--- config.mk ---
export PLATFORM = sky130hd
export DESIGN_NAME = mem_bus_arbiter
export DESIGN_NICKNAME = d
export VERILOG_FILES = /design/src/rtl/mem_bus_arbiter.sv
export SDC_FILE = /design/constraint.sdc
export NUM_CORES = 1
export LEC_CHECK = 0
export CAP_MARGIN = 15
export CORE_MARGIN = 4
export CORE_UTILIZATION = 39
export CTS_BUF_LIST = sky130_fd_sc_hd__clkbuf_8 sky130_fd_sc_hd__clkbuf_16
export CTS_CLUSTER_SIZE = 12
export DETAILED_ROUTE_END_ITERATION = 16
export PLACE_DENSITY = 0.88
export SYNTH_ARGS = -nofsm -noshare
export SYNTH_HDL_FRONTEND = slang
export SYNTH_SLANG_ARGS = --single-unit
--- constraint.sdc ---
create_clock -name clk -period 1.7 [get_ports clk]
set_clock_uncertainty 0.05 [all_clocks]
set_input_delay 0.34 -clock clk [delete_from_list [all_inputs] [get_ports clk]]
set_output_delay 0.34 -clock clk [all_outputs]
set_load 0.005 [all_outputs]
--- src/rtl/mem_bus_arbiter.sv ---
// Two-requester cache-line memory arbiter, round-robin on contention; read latency grant->first rd_valid = 2 + WAIT cycles.
// Backpressure: requesters hold req_valid until grant and advance wdata on wbeat_ack; memory paces reads via mem_resp.
module mem_bus_arbiter #(
  parameter int ADDR_W  = 14,
  parameter int DATA_W  = 16,
  parameter int BEATS   = 8,
  parameter int TIMEOUT = 255
) (
  input  logic              clk,
  input  logic              reset,
  input  logic [1:0]        req_valid,
  input  logic [1:0]        req_write,
  input  logic [ADDR_W-1:0] req_addr0,
  input  logic [ADDR_W-1:0] req_addr1,
  input  logic [DATA_W-1:0] req_wdata0,
  input  logic [DATA_W-1:0] req_wdata1,
  output logic [1:0]        grant,
  output logic [1:0]        wbeat_ack,
  output logic [1:0]        rd_valid,
  output logic [DATA_W-1:0] rd_data,
  output logic [1:0]        done,
  output logic [1:0]        err,
  output logic [1:0]        mem_cmd,
  output logic [ADDR_W-1:0] mem_addr,
  output logic [DATA_W-1:0] mem_wdata,
  input  logic              mem_resp,
  input  logic [DATA_W-1:0] mem_rdata
);

  localparam logic [1:0] C2_NOP        = 2'd0;
  localparam logic [1:0] C2_READ_LINE  = 2'd2;
  localparam logic [1:0] C2_WRITE_LINE = 2'd3;
  localparam int         BW            = (BEATS > 1) ? $clog2(BEATS) : 1;
  localparam logic [BW-1:0] LAST_BEAT  = BW'(BEATS - 1);
  localparam logic [7:0]    WAIT_LAST  = 8'(TIMEOUT - 1);

  typedef enum logic [2:0] {IDLE, CMD, WAIT, RDATA, DONE} state_t;

  state_t            state, state_n;
  logic              id, id_n, op_wr, op_wr_n, rr, rr_n;
  logic [BW-1:0]     beat_cnt, beat_cnt_n;
  logic [7:0]        wait_cnt, wait_cnt_n;
  logic [1:0]        grant_n, wbeat_ack_n, rd_valid_n, done_n, err_n, mem_cmd_n;
  logic [DATA_W-1:0] rd_data_n, mem_wdata_n;
  logic [ADDR_W-1:0] mem_addr_n;
  logic              sel, take_beat;
  logic [1:0]        sel_oh, id_oh;
  logic [DATA_W-1:0] cur_wdata;

  assign sel       = (&req_valid) ? rr : req_valid[1];
  assign sel_oh    = {sel, ~sel};
  assign id_oh     = {id, ~id};
  assign cur_wdata = id ? req_wdata1 : req_wdata0;
  assign take_beat = mem_resp && !op_wr && (state == WAIT || state == RDATA);

  always_ff @(posedge clk) begin
    if (!reset) begin
      state     <= IDLE;
      id        <= 1'b0;
      op_wr     <= 1'b0;
      rr        <= 1'b0;
      beat_cnt  <= '0;
      wait_cnt  <= '0;
      grant     <= '0;
      wbeat_ack <= '0;
      rd_valid  <= '0;
      rd_data   <= '0;
      done      <= '0;
      err       <= '0;
      mem_cmd   <= C2_NOP;
      mem_addr  <= '0;
      mem_wdata <= '0;
    end else begin
      state     <= state_n;
      id        <= id_n;
      op_wr     <= op_wr_n;
      rr        <= rr_n;
      beat_cnt  <= beat_cnt_n;
      wait_cnt  <= wait_cnt_n;
      grant     <= grant_n;
      wbeat_ack <= wbeat_ack_n;
      rd_valid  <= rd_valid_n;
      rd_data   <= rd_data_n;
      done      <= done_n;
      err       <= err_n;
      mem_cmd   <= mem_cmd_n;
      mem_addr  <= mem_addr_n;
      mem_wdata <= mem_wdata_n;
    end
  end

  always_comb begin
    state_n     = state;
    id_n        = id;
    op_wr_n     = op_wr;
    rr_n        = rr;
    beat_cnt_n  = beat_cnt;
    wait_cnt_n  = wait_cnt;
    grant_n     = '0;
    wbeat_ack_n = '0;
    rd_valid_n  = '0;
    rd_data_n   = rd_data;
    done_n      = '0;
    err_n       = '0;
    mem_cmd_n   = C2_NOP;
    mem_addr_n  = mem_addr;
    mem_wdata_n = mem_wdata;

    case (state)
      IDLE: begin
        if (|req_valid) begin
          id_n       = sel;
          op_wr_n    = req_write[sel];
          mem_addr_n = sel ? req_addr1 : req_addr0;
          grant_n    = sel_oh;
          beat_cnt_n = '0;
          wait_cnt_n = '0;
          state_n    = CMD;
          // Write beat 0 goes out together with the grant.
          if (req_write[sel]) begin
            mem_cmd_n   = C2_WRITE_LINE;
            mem_wdata_n = sel ? req_wdata1 : req_wdata0;
            wbeat_ack_n = sel_oh;
          end else begin
            mem_cmd_n = C2_READ_LINE;
          end
        end
      end
      CMD: begin
        if (!op_wr || beat_cnt == LAST_BEAT) begin
          beat_cnt_n = '0;
          state_n    = WAIT;
        end else begin
          beat_cnt_n  = beat_cnt + BW'(1);
          mem_cmd_n   = C2_WRITE_LINE;
          mem_wdata_n = cur_wdata;
          wbeat_ack_n = id_oh;
        end
      end
      WAIT: begin
        if (mem_resp) begin
          if (op_wr) begin
            done_n  = id_oh;
            state_n = DONE;
          end
        end else if (wait_cnt == WAIT_LAST) begin
          err_n      = id_oh;
          done_n     = id_oh;
          rr_n       = ~id;
          wait_cnt_n = '0;
          state_n    = IDLE;
        end else begin
          wait_cnt_n = wait_cnt + 8'd1;
        end
      end
      RDATA: ;
      DONE: begin
        rr_n       = ~id;
        wait_cnt_n = '0;
        state_n    = IDLE;
      end
      default: state_n = IDLE;
    endcase

    // Read beats share one path whether the first arrives in WAIT or later ones in RDATA.
    if (take_beat) begin
      rd_valid_n = id_oh;
      rd_data_n  = mem_rdata;
      if (beat_cnt == LAST_BEAT) begin
        beat_cnt_n = '0;
        done_n     = id_oh;
        state_n    = DONE;
      end else begin
        beat_cnt_n = beat_cnt + BW'(1);
        state_n    = RDATA;
      end
    end
  end

endmodule
# After elaboration in Yosys (flattened, before gate mapping)
# Index checks and enable logic that the tools add are counted.
# W data, S select, Z words.
[totals] register_bits=75 inputBits=83 output_inout_bits=58 word_cells=103
[classes] addsub=2 magnitude_cmp=1 eq_ne=16 muxes=44 bitwise=4 reduce_logical=21
[ops] cell="$mux W16" n=5
[ops] cell="$mux W3" n=11
[ops] cell="$pmux W16 S2" n=1
[ops] cell="$mux W8" n=3
[ops] cell="$pmux W8 S3" n=1
[ops] cell="$mux W2" n=11
[ops] cell="$mux W14" n=1
[ops] cell="$pmux W3 S4" n=1
[ops] cell="$ne A2 B2 Y1 const B" n=5
[ops] cell="$reduce_and A3 Y1" n=3
[ops] cell="$add A8 B1 Y8 const B" n=1
[ops] cell="$eq A8 B8 Y1 const B" n=1
[ops] cell="$pmux W2 S2" n=2
[ops] cell="$reduce_and A2 Y1" n=4
[ops] cell="$eq A3 B2 Y1 const B" n=2
[ops] cell="$eq A3 B3 Y1 const B" n=2
[ops] cell="$mux W1" n=6
[ops] cell="$ne A3 B3 Y1 const B" n=2
[ops] cell="$pmux W3 S2" n=1
[ops] cell="$reduce_bool A3 Y1" n=2
[ops] cell="$reduce_and A5 Y1" n=1
[ops] cell="$ne A4 B3 Y1 const B" n=1
[ops] cell="$ne A4 B4 Y1 const B" n=1
[ops] cell="$not A1 Y1" n=4
[ops] cell="other kinds (13)" n=16

# Logic depth before layout (Yosys ltp)
[logic_depth] depth_word=7 ltp_mapped=8 ltp_nobuf=6

# Least setup slack after synthesis
# OpenSTA, ideal clock, no wires.
[synth_timing] kind="register to register" from="reg state[0]" to="reg mem_wdata[10]" setup_ns=0.126 arrival_ns=1.583 required_ns=1.524 path_slack_ns=-0.059 stages_incl_launch_ff=8 n_path_buf=2 synth_period_minus_slack_ns=1.759 cell_sequence="dfxtp_1 buf_6 nor3b_4 nor3_2 a21oi_4 buf_12 mux2i_1 a21oi_2"
[synth_via] elab_chain_cells=3 elab_cells_between_ends=8 cone_classes="eq/ne (4); mux (1); reduce/logical (3)"
[synth_rtl] item="start, declared" line="39" rtl="state_t state, state_n;"
[synth_rtl] item="start signal, assigned" line="74" rtl="state <= state_n;"
[synth_rtl] item="$eq A3 B1 Y1 or $logic_not A3 Y1 (tied branches)" line="109" rtl="case (state)"
[synth_rtl] item="$ne A2 B2 Y1 (no line) or $reduce_bool A2 Y1 (tied branches)"
[synth_rtl] item="$reduce_and A4 Y1 (no line)"
[synth_rtl] item="end signal, assigned" line="88" rtl="mem_wdata <= mem_wdata_n;"
[synth_rtl] item="end, declared" line="25" rtl="output logic [DATA_W-1:0] mem_wdata,"
# Several ways; a longest one is shown, not always the timed one.
# A chain may end at the register's enable or synchronous reset.

# Worst setup path after layout
[layout_timing] from="reg beat_cnt[0]" to="reg mem_wdata[4]"
[layout_via] elab_chain_cells=4
[layout_rtl] item="start, declared" line="41" rtl="logic [BW-1:0] beat_cnt, beat_cnt_n;"
[layout_rtl] item="start signal, assigned" line="78" rtl="beat_cnt <= beat_cnt_n;"
[layout_rtl] item="$eq A3 B3 Y1" line="130" rtl="if (!op_wr || beat_cnt == LAST_BEAT) begin"
[layout_rtl] item="$logic_or A1 B1 Y1" line="130"
[layout_rtl] item="$ne A2 B2 Y1 (no line)"
[layout_rtl] item="$reduce_and A4 Y1 (no line)"
# Every way passes these cells.

==> metrics.csv <==
stage,metric,value,unit
outcome,status,"finished, violations left",
outcome,violations,negative setup slack,
logic_synthesis,syn-cell-area,3380,um2
finish,postLayoutCoreUtil,66.0,%
clock_tree,cts.sinks,75,
clock_tree,numCtsBuffers,9,
finish,final.fill_count,657,
sta,worstMarginPinSlew,363,ps
die,ioPinCount,141,
grt,overflow,0,
route,via_per_inst,5.18,
worst_setup_path,crit_path_start_kind,register,
worst_setup_path,required,1870,ps
hold_path,holdPathEnd,wait_cnt[7],
route,drtAntennaViolNets,0,
sta,period_share,102,%
sta,setup_viol,1,
power_and_ir_drop,p_total,6.96,mW
power_and_ir_drop,power_switching,2.24,mW
logic_synthesis,synthTopCellsByCount,"75 x dfxtp_1, 62 x nand2_1, 33 x nand3_1",
route,drt_iter0_drc,115,
sta,hold_slack,328,ps
clock_tree,cts_buffer_depth,2,
die,dieArea,10200,um2
route,drc,0,
route,dr_total_vias,3374,
logic_synthesis,ys_seq_area_share,44.4,%
logic_synthesis,ys_types,46,
die,core,8340,um2
logic_synthesis,async_flop_share,0,%
sta,slew_viol_final,0,
power_and_ir_drop,p_sw_share,32.1,%
hold_path,min_path_type,in2reg,
clock_tree,path_clk_slew,70,ps
grt,grt_max_degree,31,
power_and_ir_drop,clkPwrFrac,22.3,%
finish,multiInputGateArea,1830,um2
place,dp_slack,-403,ps
grt,grtUsageTotal,18.6,%
clock_tree,cts_tree,built,
finish,insertedDiodeCount,0,
sta,maxSlewHeadroom,75.6,%
power_and_ir_drop,p_int,4.73,mW
die,die_w,101,um
worst_setup_path,critPathCaptureType,register,
grt,antenna_found_initial,0,
sta,clock.fmax,0.578,GHz
finish,seq_area,1510,um2
grt,grt_pass1_wl,15200,um
power_and_ir_drop,cellPowerDensity,1260,nW/um2
logic_synthesis,synth_area_leaders,"dfxtp_1 44%, nand2_1 6.9%, mux2i_1 5.3%",
sta,setup_tns,-29.3,ps
die,start_util,40.5,%
logic_synthesis,synth_edf_count,0,
place,hpwl,7400,um
route,drtPass1Iterations,4,
sta,fin_crit,1730,ps
sta,hold_viol_final,0,
worst_setup_path,worstPathArrival,1900,ps
hold_path,min_path_cells,2,
place,gp_congestion,0.886,
grt,grt_pass1_vias,3360,
logic_synthesis,yosysMostFrequentCell,dfxtp_1,
worst_setup_path,path_max_fanout,16,
power_and_ir_drop,p_seq_share,34.4,%
sta,rsz0062_at_grt,yes,
die,row_count,33,
logic_synthesis,synthDominantCellAreaShare,44.4,%
finish,syn_to_final_growth,62.9,%
route,post_drt_wl_per_cell,15.8,um
place,port_buffers,140,
logic_synthesis,synth_largest_area_cell,dfxtp_1,
logic_synthesis,syn_nets,463,
worst_setup_path,ff2ff_setup_slack,-30,ps
logic_synthesis,syn_area_per_cell,8.99,um2
worst_setup_path,reg2regPathDepth,6,
worst_setup_path,rr_startpoint,beat_cnt[0],
sta,setup_ws,-29.3,ps
clock_tree,cts_root_buf,clkbuf_8,
power_and_ir_drop,comb_power_share,43.2,%
logic_synthesis,synthFlopType,dfxtp_1,
finish,layout-drive-gt1-share,17.8,%
worst_setup_path,path_class,reg2reg,
job,cap_violations,0,
logic_synthesis,ys_ff_latch,75,
logic_synthesis,syn_inst,376,
route,drt_wl_total,10300,um
worst_setup_path,rr_endpoint,mem_wdata[4],
finish,nets,629,
logic_synthesis,ys.warnings.count,0,
die,die_height,101,um
power_and_ir_drop,peakVddDrop,0.748,mV
power_and_ir_drop,p_leak,2.29,nW
clock_tree,htree_levels,3,
hold_path,hold_start,reset,
clock_tree,insertion_delay,340,ps
-- cell usage in the layout (no fill, tap or decap), drive strengths merged, types with 17 or more instances in the layout --
cell type,netlist,layout
buf,12,40
mux2i,18,18
nor2,23,23
clkdlybuf4s50,0,138
a21oi,21,21
dfxtp,75,75
nand3,33,33
nand2,62,62
o31ai,17,17
a21boi,22,22
-- per-stage QoR --
step / std cells / cell area (um2)
after floorplan: 376 / 3380
after global placement: 630 / 5080
after detailed placement: 630 / 5080
after CTS: 646 / 5320
after global routing: 651 / 5510
final: 651 / 5510
-- worst max-delay path, stage by stage (launching register included) --
cell and delay, ps:
dfxtp_1 380, ha_1 180, ha_1 160, and3b_1 210, buf_4 220, o31ai_1 350
a21oi_2 70
-- sequential cells by signal, indices dropped and copies added, names as in the netlist --
register,flops
done,2
rd_data,16
mem_cmd,2
err,2
state,3
rd_valid,2
rr,1
grant,2
id,1
wbeat_ack,2
op_wr,1
wait_cnt,8
mem_addr,14
mem_wdata,16
beat_cnt,3
-- metal layers --
metal	routed length (um)	global-route usage (%)	vias up	share of wire, %
li1	-	-	1653	-
met1	4130	21.1	1576	40
met2	5050	31.6	124	49
met3	854	7.13	21	8.3
met4	275	7.06	0	2.7
met5	0	0	-	0
-- power groups by stage --
stage	Combinational, mW	Clock (mW)	Sequential (mW)
5_1_grt	3.24	1.67	2.45
2_1_floorplan	1.34	0	2.41
3_5_place_dp	2.71	0	2.41
4_1_cts	2.74	1.58	2.38
3_3_place_gp	2.63	0	2.39
6_report	3.01	1.56	2.40
-- cell type report --
cell class / instances / share of cell area, %
Tap cell: 105 / 2.39
Timing Repair Buffer: 182 / 32.8
Multi-Input combinational cell: 272 / 33.2
Clock inverter: 4 / 1.34
Sequential cell: 75 / 27.4
Clock buffer: 11 / 2.75
Inverter: 2 / 0.136
-- how the worst max path moves through the flow --
stage                     to    startpoint  cells after the start
3_5_place_dp    mem_wdata[8]  req_valid[0]                      7
2_1_floorplan  mem_wdata[10]      state[0]                      7
6_report        mem_wdata[4]   beat_cnt[0]                      6
5_1_grt         mem_wdata[2]   beat_cnt[0]                      6
3_3_place_gp      mem_cmd[0]  req_valid[0]                      7
4_1_cts         mem_wdata[4]      state[0]                      7
-- cells by family (layout without fill, tap and decap cells) --
group / Yosys count / count (layout) / share of synthesized area (%)
simple gates: 154 / 154 / 21.9
mux: 19 / 19 / 5.66
fa+ha+maj: 4 / 4 / 1.48
compound gates: 89 / 89 / 20.3
flops: 75 / 75 / 44.4
buf+inv: 29 / 199 / 4.70
xor+xnor: 6 / 6 / 1.55
-- what timing repair did --
| action | in CTS | in global routing |
|---|---|---|
| cloned | 0 | 3 |
| gates resized for setup | 2 | 29 |
| pin swaps | 1 | 13 |
| endpoints found under the hold margin | 0 | 0 |
| setup buffers | 1 | 2 |
| hold buffers | 0 | 0 |
| setup endpoints to repair | 15 | 24 |
Power figures use the tool's default switching activity.
